File: config.mk
export PLATFORM = sky130hd
export DESIGN_NAME = cu_if
export DESIGN_NICKNAME = d
export VERILOG_FILES = /design/src/rtl/cu_if.sv
export SDC_FILE = /design/constraint.sdc
export NUM_CORES = 1
export LEC_CHECK = 0
export CORE_MARGIN = 5
export CORE_UTILIZATION = 45
export DETAILED_ROUTE_END_ITERATION = 12
export PLACE_DENSITY_LB_ADDON = 0.12
export SKIP_CTS_REPAIR_TIMING = 1
export SLEW_MARGIN = 20
export SYNTH_ARGS = -nofsm -noshare
export SYNTH_HDL_FRONTEND = slang
export SYNTH_SLANG_ARGS = --single-unit
File: constraint.sdc
create_clock -name soc_clk -period 4.75 [get_ports soc_clk]
set_clock_uncertainty 0.15 [all_clocks]
set_input_delay 0.7125 -clock soc_clk [delete_from_list [all_inputs] [get_ports soc_clk]]
set_output_delay 0.7125 -clock soc_clk [all_outputs]
set_load 0.005 [all_outputs]
File: src/rtl/cu_if.sv
// Instruction fetch stage: holds the PC, fetches over a req/ack handshake, hands words to decode.
// Define IFU_FETCH_COUNT_EN to build the issued-instruction counter on fetch_count.
module cu_if #(
  parameter logic [31:0] RESET_PC    = 32'h0000_0000,
  parameter int unsigned ACK_TIMEOUT = 16
) (
  input  logic        soc_clk,
  input  logic        IFU_reset,
  input  logic        fetch_enable,
  input  logic        IFU_stall,
  input  logic        pc_advance,
  input  logic [31:0] pc_increment,
  input  logic        redirect,
  input  logic [31:0] redirect_target,
  output logic        mem_req,
  output logic [31:0] mem_addr,
  input  logic        mem_ack,
  input  logic [31:0] mem_rdata,
  output logic [31:0] instruction,
  output logic        Fetch_ready,
  output logic [31:0] pc,
  output logic        fetch_fault,
  output logic [1:0]  fault_cause,
  output logic [31:0] fetch_count
);

  typedef enum logic [2:0] {IDLE, MEM, ISSUE, WAIT, FAULT} state_t;

  localparam logic [1:0]  CAUSE_MISALIGN = 2'b01;
  localparam logic [1:0]  CAUSE_TIMEOUT  = 2'b10;
  localparam logic [31:0] TIMEOUT_LIMIT  = ACK_TIMEOUT;

  state_t      state_q;
  logic [31:0] pc_q;
  logic [31:0] instr_q;
  logic [31:0] target_q;
  logic [31:0] timeoutCnt_q;
  logic        discard_q;
  logic        fault_q;
  logic [1:0]  cause_q;

  logic [31:0] nextPc_d;
  logic        nextValid_d;
  logic        timeoutHit_d;

  // Redirect beats a sequential advance; an advance under stall is simply dropped.
  always_comb begin
    nextPc_d     = pc_q + pc_increment;
    nextValid_d  = pc_advance && !IFU_stall;
    if (redirect) begin
      nextPc_d    = redirect_target;
      nextValid_d = 1'b1;
    end
    timeoutHit_d = (TIMEOUT_LIMIT != 32'd0) && ((timeoutCnt_q + 32'd1) == TIMEOUT_LIMIT);
  end

  always_ff @(posedge soc_clk or negedge IFU_reset) begin
    if (!IFU_reset) begin
      state_q      <= IDLE;
      pc_q         <= RESET_PC;
      instr_q      <= 32'd0;
      target_q     <= 32'd0;
      timeoutCnt_q <= 32'd0;
      discard_q    <= 1'b0;
      fault_q      <= 1'b0;
      cause_q      <= 2'b00;
    end else begin
      case (state_q)
        IDLE: begin
          if (fetch_enable) begin
            if (pc_q[1:0] != 2'b00) begin
              state_q <= FAULT;
              fault_q <= 1'b1;
              cause_q <= CAUSE_MISALIGN;
            end else begin
              state_q <= MEM;
            end
          end
        end
        MEM: begin
          // Any ack ends this request; stale data from before a redirect is dropped and re-requested.
          if (mem_ack) begin
            timeoutCnt_q <= 32'd0;
            if (redirect) begin
              pc_q      <= redirect_target;
              discard_q <= 1'b0;
            end else if (discard_q) begin
              pc_q      <= target_q;
              discard_q <= 1'b0;
            end else begin
              instr_q <= mem_rdata;
              state_q <= ISSUE;
            end
          end else if (timeoutHit_d) begin
            timeoutCnt_q <= 32'd0;
            state_q      <= FAULT;
            fault_q      <= 1'b1;
            cause_q      <= CAUSE_TIMEOUT;
          end else begin
            timeoutCnt_q <= timeoutCnt_q + 32'd1;
            if (redirect) begin
              target_q  <= redirect_target;
              discard_q <= 1'b1;
            end
          end
        end
        ISSUE: begin
          if (redirect) begin
            pc_q    <= redirect_target;
            state_q <= MEM;
          end else if (!IFU_stall) begin
            state_q <= WAIT;
          end
        end
        WAIT: begin
          if (nextValid_d) begin
            pc_q <= nextPc_d;
            if (nextPc_d[1:0] != 2'b00) begin
              state_q <= FAULT;
              fault_q <= 1'b1;
              cause_q <= CAUSE_MISALIGN;
            end else begin
              state_q <= MEM;
            end
          end
        end
        default: begin
        end
      endcase
    end
  end

  assign mem_req     = (state_q == MEM);
  assign Fetch_ready = (state_q == ISSUE);
  assign mem_addr    = pc_q;
  assign pc          = pc_q;
  assign instruction = instr_q;
  assign fetch_fault = fault_q;
  assign fault_cause = cause_q;

`ifdef IFU_FETCH_COUNT_EN
  logic [31:0] fetchCount_q;

  // Counts only the accepting ack, so stalls and discarded words never add to it.
  always_ff @(posedge soc_clk or negedge IFU_reset) begin
    if (!IFU_reset) begin
      fetchCount_q <= 32'd0;
    end else if (state_q == MEM && mem_ack && !redirect && !discard_q) begin
      fetchCount_q <= fetchCount_q + 32'd1;
    end
  end

  assign fetch_count = fetchCount_q;
`else
  assign fetch_count = 32'd0;
`endif

endmodule

==> flow_summary.toml, run 1 <==
[power]
pwr-share-seq_pct = 31.7
vdd_drop_max_uv = 268
internal_power_mw = 4.06
p_total_mw = 6.28
power.switching_mw = 2.22
power.density_mw_per_mm2 = 544
swShare_pct = 35.3
pwr-share-clk_pct = 23.5
combPwrFrac_pct = 44.8
leakagePower_nw = 4.91

[worst_setup_path]
rrSetupSlack_ps = 540
path_delay_family = "simple AND/OR/NAND/NOR gates"
cp_cell_sequence = "ha_1 -> nand3_1 -> or4_1 -> o21ai_1 -> nand4_1 -> or4_4 -> a2111oi_4 -> a21oi_2 -> and3_2 -> buf_4 -> mux2_4"
crit_slowest_cell = "or4_1"
r2r-start = "timeoutCnt_q[0]$_DFFE_PN0P_"
critPathMaxStageDelay_ps = 680
crit_fanout = 12
cp_data_arrival_time_ps = 4370
startpoint = "timeoutCnt_q[0]$_DFFE_PN0P_"
worst-path-buf-inv = 1
critPathLaunchType = "flop"
end_kind = "flop"
path_class = "flop to flop"
worstPathRequired_ps = 4910

[place]
portBuffers = 203
place_congestion = 0.874
dpl.hpwl_um = 17600
placed_area_mm2 = 0.0109

[finish]
antenna_cells = 0
final_util_pct = 59.2
syn_to_final_growth_pct = 29.4
fin_nets = 1246
drive_gt1_share_pct = 12.0
fin_area_mm2 = 0.0115
fillers = 1677

[grt]
grt_first_pass_wirelength_um = 39400
track_usage_pct = 21.7
grt_overflow = 0
grt_max_degree = 73
grt_pass1_vias = 7628
antenna_found_initial = 0

[floorplanning]
dieArea_mm2 = 0.0227
core-area_mm2 = 0.0195
initial_utilization_pct = 45.8
pin_count = 236
die_y_um = 151
row_count = 51
die_w_um = 151

[logic_synthesis]
synth_warnings = 0
syn_avg_cell_area_um2 = 9.35
ys_seq_elements = 135
synth-edff-count = 0
netlist_area_mm2 = 0.00891
netlist_instances = 953
synth_ff_type = "dfrtp_1"
seq_area_frac_synth_pct = 37.9
async_reset_ff_share_pct = 100
ys_types = 68

[detailed_routing]
routed_via_density = 5.50
vias = 7640
antenna_left = 0
routedWlPerCell_um = 17.5
drc_errors = 0
drt_iter0_markers = 503
dr.pass1.iters = 8
wl_um = 24300

[sta]
rsz0062_at_grt = "no"
finalMaxSlewViolations = 0
period_needed_ps = 4210
relSlewSlack_pct = 33.9
tightest_slew_ps = 988
max_freq_ghz = 0.237
finalCritPeriodShare_pct = 88.7
fin_setup_tns_ps = 0
hold_viol_final = 0
setup_viol = 0

[clocking]
cts_buffers = 17
cts.sinks = 135
htreeDepth = 4
clkSlewWorstSetupHoldPaths_ps = 70
root_buffer = "clkbuf_16"
clock_latency_ps = 430
tritoncts = "yes"
cts_buffer_depth = 2

[run]
drv_cap = 0

[worst_hold_path]
hold_class = "primary input to asynchronous set/reset pin"

[status]
status = "complete, no violations"
-- cell usage after synthesis, drive strengths merged (5+ instances only) --
cell type / n / area, um2
nor3: 16 / 85.1
nand3: 33 / 178
clkbuf: 47 / 178
buf: 73 / 548
o21a: 5 / 37.5
nor2: 43 / 161
o31ai: 6 / 45.0
a222oi: 12 / 120
and3: 14 / 87.6
a21oi: 55 / 279
nand4: 10 / 62.6
or3: 5 / 31.3
a21boi: 5 / 37.5
mux2: 66 / 852
a31oi: 15 / 93.8
inv: 15 / 56.3
nand2: 107 / 402
o21ai: 64 / 320
mux2i: 10 / 100
o21bai: 5 / 37.5
xnor2: 25 / 219
a22oi: 5 / 37.5
a211oi: 8 / 60.1
nor4: 14 / 93.8
a21o: 16 / 120
o22ai: 19 / 119
o22a: 12 / 105
ha: 32 / 400
or4: 6 / 48.8
o211ai: 5 / 37.5
nand2b: 11 / 68.8
dfrtp: 135 / 3380
xor2: 11 / 96.3
-- power groups by stage --
stage,logic [mW],clock network (mW),registers [mW]
global placement,2.79,0,1.99
finish,2.82,1.47,1.99
floorplan,1.87,0,1.88
CTS,2.83,1.50,1.99
global route,3.11,1.56,2.06
detailed placement,2.82,0,2.00
-- flip-flops by register name, indices dropped and copies added (netlist names) --
signal and count:
discard_q 1, fault_cause 2, fetch_fault 1, instruction 32
mem_addr 32, state_q 3, target_q 32, timeoutCnt_q 32
-- final timing paths --
kind,end,depth (start not counted)
worst max-delay path,target_q[28]$_DFFE_PN0P_,11
worst min-delay path,target_q[20]$_DFFE_PN0P_,1
worst max register to register,target_q[28]$_DFFE_PN0P_,11
worst min register to register,fetch_fault$_DFFE_PN0P_,1
max in group asynchronous,timeoutCnt_q[1]$_DFFE_PN0P_,2
min in group soc_clk,fetch_fault$_DFFE_PN0P_,1
-- routing by layer --
layer	part of all wire, %	global-route usage, %
met1	45	29.8
met2	46	34.3
met3	7.7	6.23
met5	0	0
met4	1.0	4.67
-- placed cells by master, fill, tap and decap left out, types with 8 or more instances in the layout --
cell type / instances
a211oi_1: 8
a21o_1: 16
a21oi_1: 54
a222oi_1: 12
a31oi_1: 15
and3_1: 13
buf_4: 23
clkbuf_16: 17
clkdlybuf4s50_1: 202
conb_1: 32
dfrtp_1: 135
ha_1: 32
inv_1: 15
mux2_2: 34
mux2_4: 29
mux2i_1: 10
nand2_1: 107
nand2b_1: 11
nand3_1: 32
nand4_1: 10
nor2_1: 43
nor3_1: 15
nor4_1: 13
o21ai_0: 61
o22a_1: 12
o22ai_1: 19
xnor2_1: 25
xor2_1: 11
-- area by class of cell --
class | instances | area (um2) | share of cell area [%]
sequential | 135 | 3380 | 29.3
clock inverter | 15 | 229 | 1.99
clock buffer | 17 | 425 | 3.69
inverter | 16 | 60.1 | 0.521
timing repair buffer | 227 | 2230 | 19.3
multi-input combinational | 713 | 4880 | 42.3
tap | 265 | 332 | 2.88
-- stage by stage --
step,cells,worst slack (ps),hold WS (ps)
after global routing,1388,334,206
after detailed placement,1356,416,313
after floorplan,984,1100,267
final,1388,539,165
after global placement,1356,451,303
after CTS,1388,551,190
-- logic make-up after synthesis --
logic type	share of synthesized area, %
AOI/OAI and AO/OA	18.7
xor gates and xnor gates	3.54
adders and majority gates	4.72
buffers and inverters	8.82
DFF	37.9
muxes	10.7
other	0.0421
and+or+nand+nor	15.6
No activity file was read; power rests on OpenSTA's default activity.
==> run 2, diff against run 1 <==
--- a/config.mk
+++ b/config.mk
@@ -5,12 +5,15 @@
 export SDC_FILE = /design/constraint.sdc
 export NUM_CORES = 1
 export LEC_CHECK = 0
+export CAP_MARGIN = 20
 export CORE_MARGIN = 5
 export CORE_UTILIZATION = 45
 export DETAILED_ROUTE_END_ITERATION = 12
+export HOLD_SLACK_MARGIN = 0.03
 export PLACE_DENSITY_LB_ADDON = 0.12
 export SKIP_CTS_REPAIR_TIMING = 1
 export SLEW_MARGIN = 20
 export SYNTH_ARGS = -nofsm -noshare
 export SYNTH_HDL_FRONTEND = slang
 export SYNTH_SLANG_ARGS = --single-unit
+export TNS_END_PERCENT = 30
==> results of run 2 <==
Same layout as run 1: the final DEF is identical, and so are final timing and power.
==> run 3, diff against run 2 <==
--- a/config.mk
+++ b/config.mk
@@ -6,8 +6,10 @@
 export NUM_CORES = 1
 export LEC_CHECK = 0
 export CAP_MARGIN = 20
+export CELL_PAD_IN_SITES_DETAIL_PLACEMENT = 0
+export CELL_PAD_IN_SITES_GLOBAL_PLACEMENT = 1
 export CORE_MARGIN = 5
-export CORE_UTILIZATION = 45
+export CORE_UTILIZATION = 37
 export DETAILED_ROUTE_END_ITERATION = 12
 export HOLD_SLACK_MARGIN = 0.03
 export PLACE_DENSITY_LB_ADDON = 0.12
==> flow_summary.toml, run 3 (synthesis results as in run 1) <==
[status]
status = "complete, no violations"

[worst_setup_path]
critPathMaxStageDelay_ps = 680
crit_slowest_cell = "or4_1"
path_class = "flop to flop"
path_delay_family = "simple AND/OR/NAND/NOR gates"
startpoint = "timeoutCnt_q[0]$_DFFE_PN0P_"
worstPathRequired_ps = 4900
end_kind = "flop"
critPathLaunchType = "flop"
r2r-start = "timeoutCnt_q[0]$_DFFE_PN0P_"
worst-path-buf-inv = 1
cp_data_arrival_time_ps = 4290
cp_cell_sequence = "ha_1 -> nand3_1 -> or4_1 -> o21ai_1 -> nand4_1 -> or4_4 -> a2111oi_4 -> a21oi_2 -> and3_2 -> buf_12 -> mux2_1"
crit_fanout = 33

[clocking]
htreeDepth = 4
cts.sinks = 135
root_buffer = "clkbuf_16"
cts_buffer_depth = 2
clkSlewWorstSetupHoldPaths_ps = 70
cts_buffers = 17
clock_latency_ps = 420
tritoncts = "yes"

[floorplanning]
core-area_mm2 = 0.0236
initial_utilization_pct = 37.7
row_count = 56
die_w_um = 165
die_y_um = 165
pin_count = 236
dieArea_mm2 = 0.0273

[finish]
drive_gt1_share_pct = 11.9
fin_area_mm2 = 0.0116
final_util_pct = 49.0
syn_to_final_growth_pct = 30.0
fin_nets = 1244
layout_common_cells = "clkdlybuf4s50_1, dfrtp_1, nand2_1, o21ai_0, a21oi_1"
layout.cells.most_common = "clkdlybuf4s50_1"

[place]
portBuffers = 203
dpl.hpwl_um = 18800
place_congestion = 0.796
dpl_worst_slack_ps = 432
placed_area_mm2 = 0.0109

[sta]
worst_slack_ps = 614
max_freq_ghz = 0.242
finalCritPeriodShare_pct = 87.1
fin_setup_tns_ps = 0
tightest_slew_ps = 1110
hold_viol_final = 0
relSlewSlack_pct = 25.7
setup_viol = 0
finalMaxSlewViolations = 0
rsz0062_at_grt = "no"
period_needed_ps = 4140
hold_ws_ps = 135

[grt]
grt_max_degree = 64
grt_overflow = 0
track_usage_pct = 19.4
grt_first_pass_wirelength_um = 42200
antenna_found_initial = 0
grt_pass1_vias = 7740

[detailed_routing]
vias = 7581
routed_via_density = 5.26
wl_um = 26300
drt_iter0_markers = 488
antenna_left = 0
routedWlPerCell_um = 18.2
drc_errors = 0
dr.pass1.iters = 5

[power]
power.density_mw_per_mm2 = 546
vdd_drop_max_uv = 251
leakagePower_nw = 4.90

[run]
drv_cap = 0

[worst_hold_path]
hold_class = "primary input to asynchronous set/reset pin"
-- run 3: cell types whose count changed in the layout (fill, tap and decap cells not counted) --
cell,previous run,this run
inv_6,3,2
diode_2,0,1
clkinvlp_4,1,0
clkinv_8,3,1
clkinv_4,0,1
inv_8,5,8
buf_4,23,21
-- run 3: final timing paths --
path,end,cells after the start,slack [ps]
max,target_q[12]$_DFFE_PN0P_,11,610
min,target_q[18]$_DFFE_PN0P_,1,130
max reg2reg,target_q[12]$_DFFE_PN0P_,11,610
min reg2reg,target_q[10]$_DFFE_PN0P_,1,340
max in group asynchronous,timeoutCnt_q[7]$_DFFE_PN0P_,2,3310
min in group soc_clk,target_q[10]$_DFFE_PN0P_,1,340
-- run 3: power breakdown --
part | internal [mW] | total (mW) | switching [mW]
registers | 1.58 | 2.00 | 0.416
clock network | 0.865 | 1.48 | 0.612
logic | 1.62 | 2.85 | 1.22
total | 4.07 | 6.32 | 2.25
-- run 3: metrics by stage --
stage	instances	power, mW
2_1_floorplan	984	3.75
3_3_place_gp	1408	4.84
3_5_place_dp	1408	4.86
4_1_cts	1440	6.39
5_1_grt	1440	6.79
6_report	1441	6.32
-- run 3: metal layers --
metal | vias to the layer above | track usage, % | share of wire [%] | routed length [um]
li1 | 3701 | - | - | -
met1 | 3651 | 27.6 | 48 | 12500
met2 | 217 | 29.4 | 44 | 11500
met3 | 12 | 5.98 | 7.9 | 2060
met4 | 0 | 3.63 | 0.61 | 160
met5 | - | 0 | 0 | 0
-- run 3: area by class of cell --
class                      instances  area (um2)
sequential                       135        3380
inverter                          16        60.1
timing repair buffer             225        2210
clock buffer                      17         425
fill                            2272       12000
multi-input combinational        713        4880
antenna                            1        2.50
clock inverter                    15         223
tap                              319         399
-- run 3: worst register-to-register path, cell delays in order (launching register included) --
cell       delay, ps
dfrtp_1          500
ha_1             310
nand3_1          200
or4_1            680
o21ai_1          210
nand4_1          110
or4_4            530
a2111oi_4        330
a21oi_2          170
and3_2           270
buf_12           210
mux2_1           350
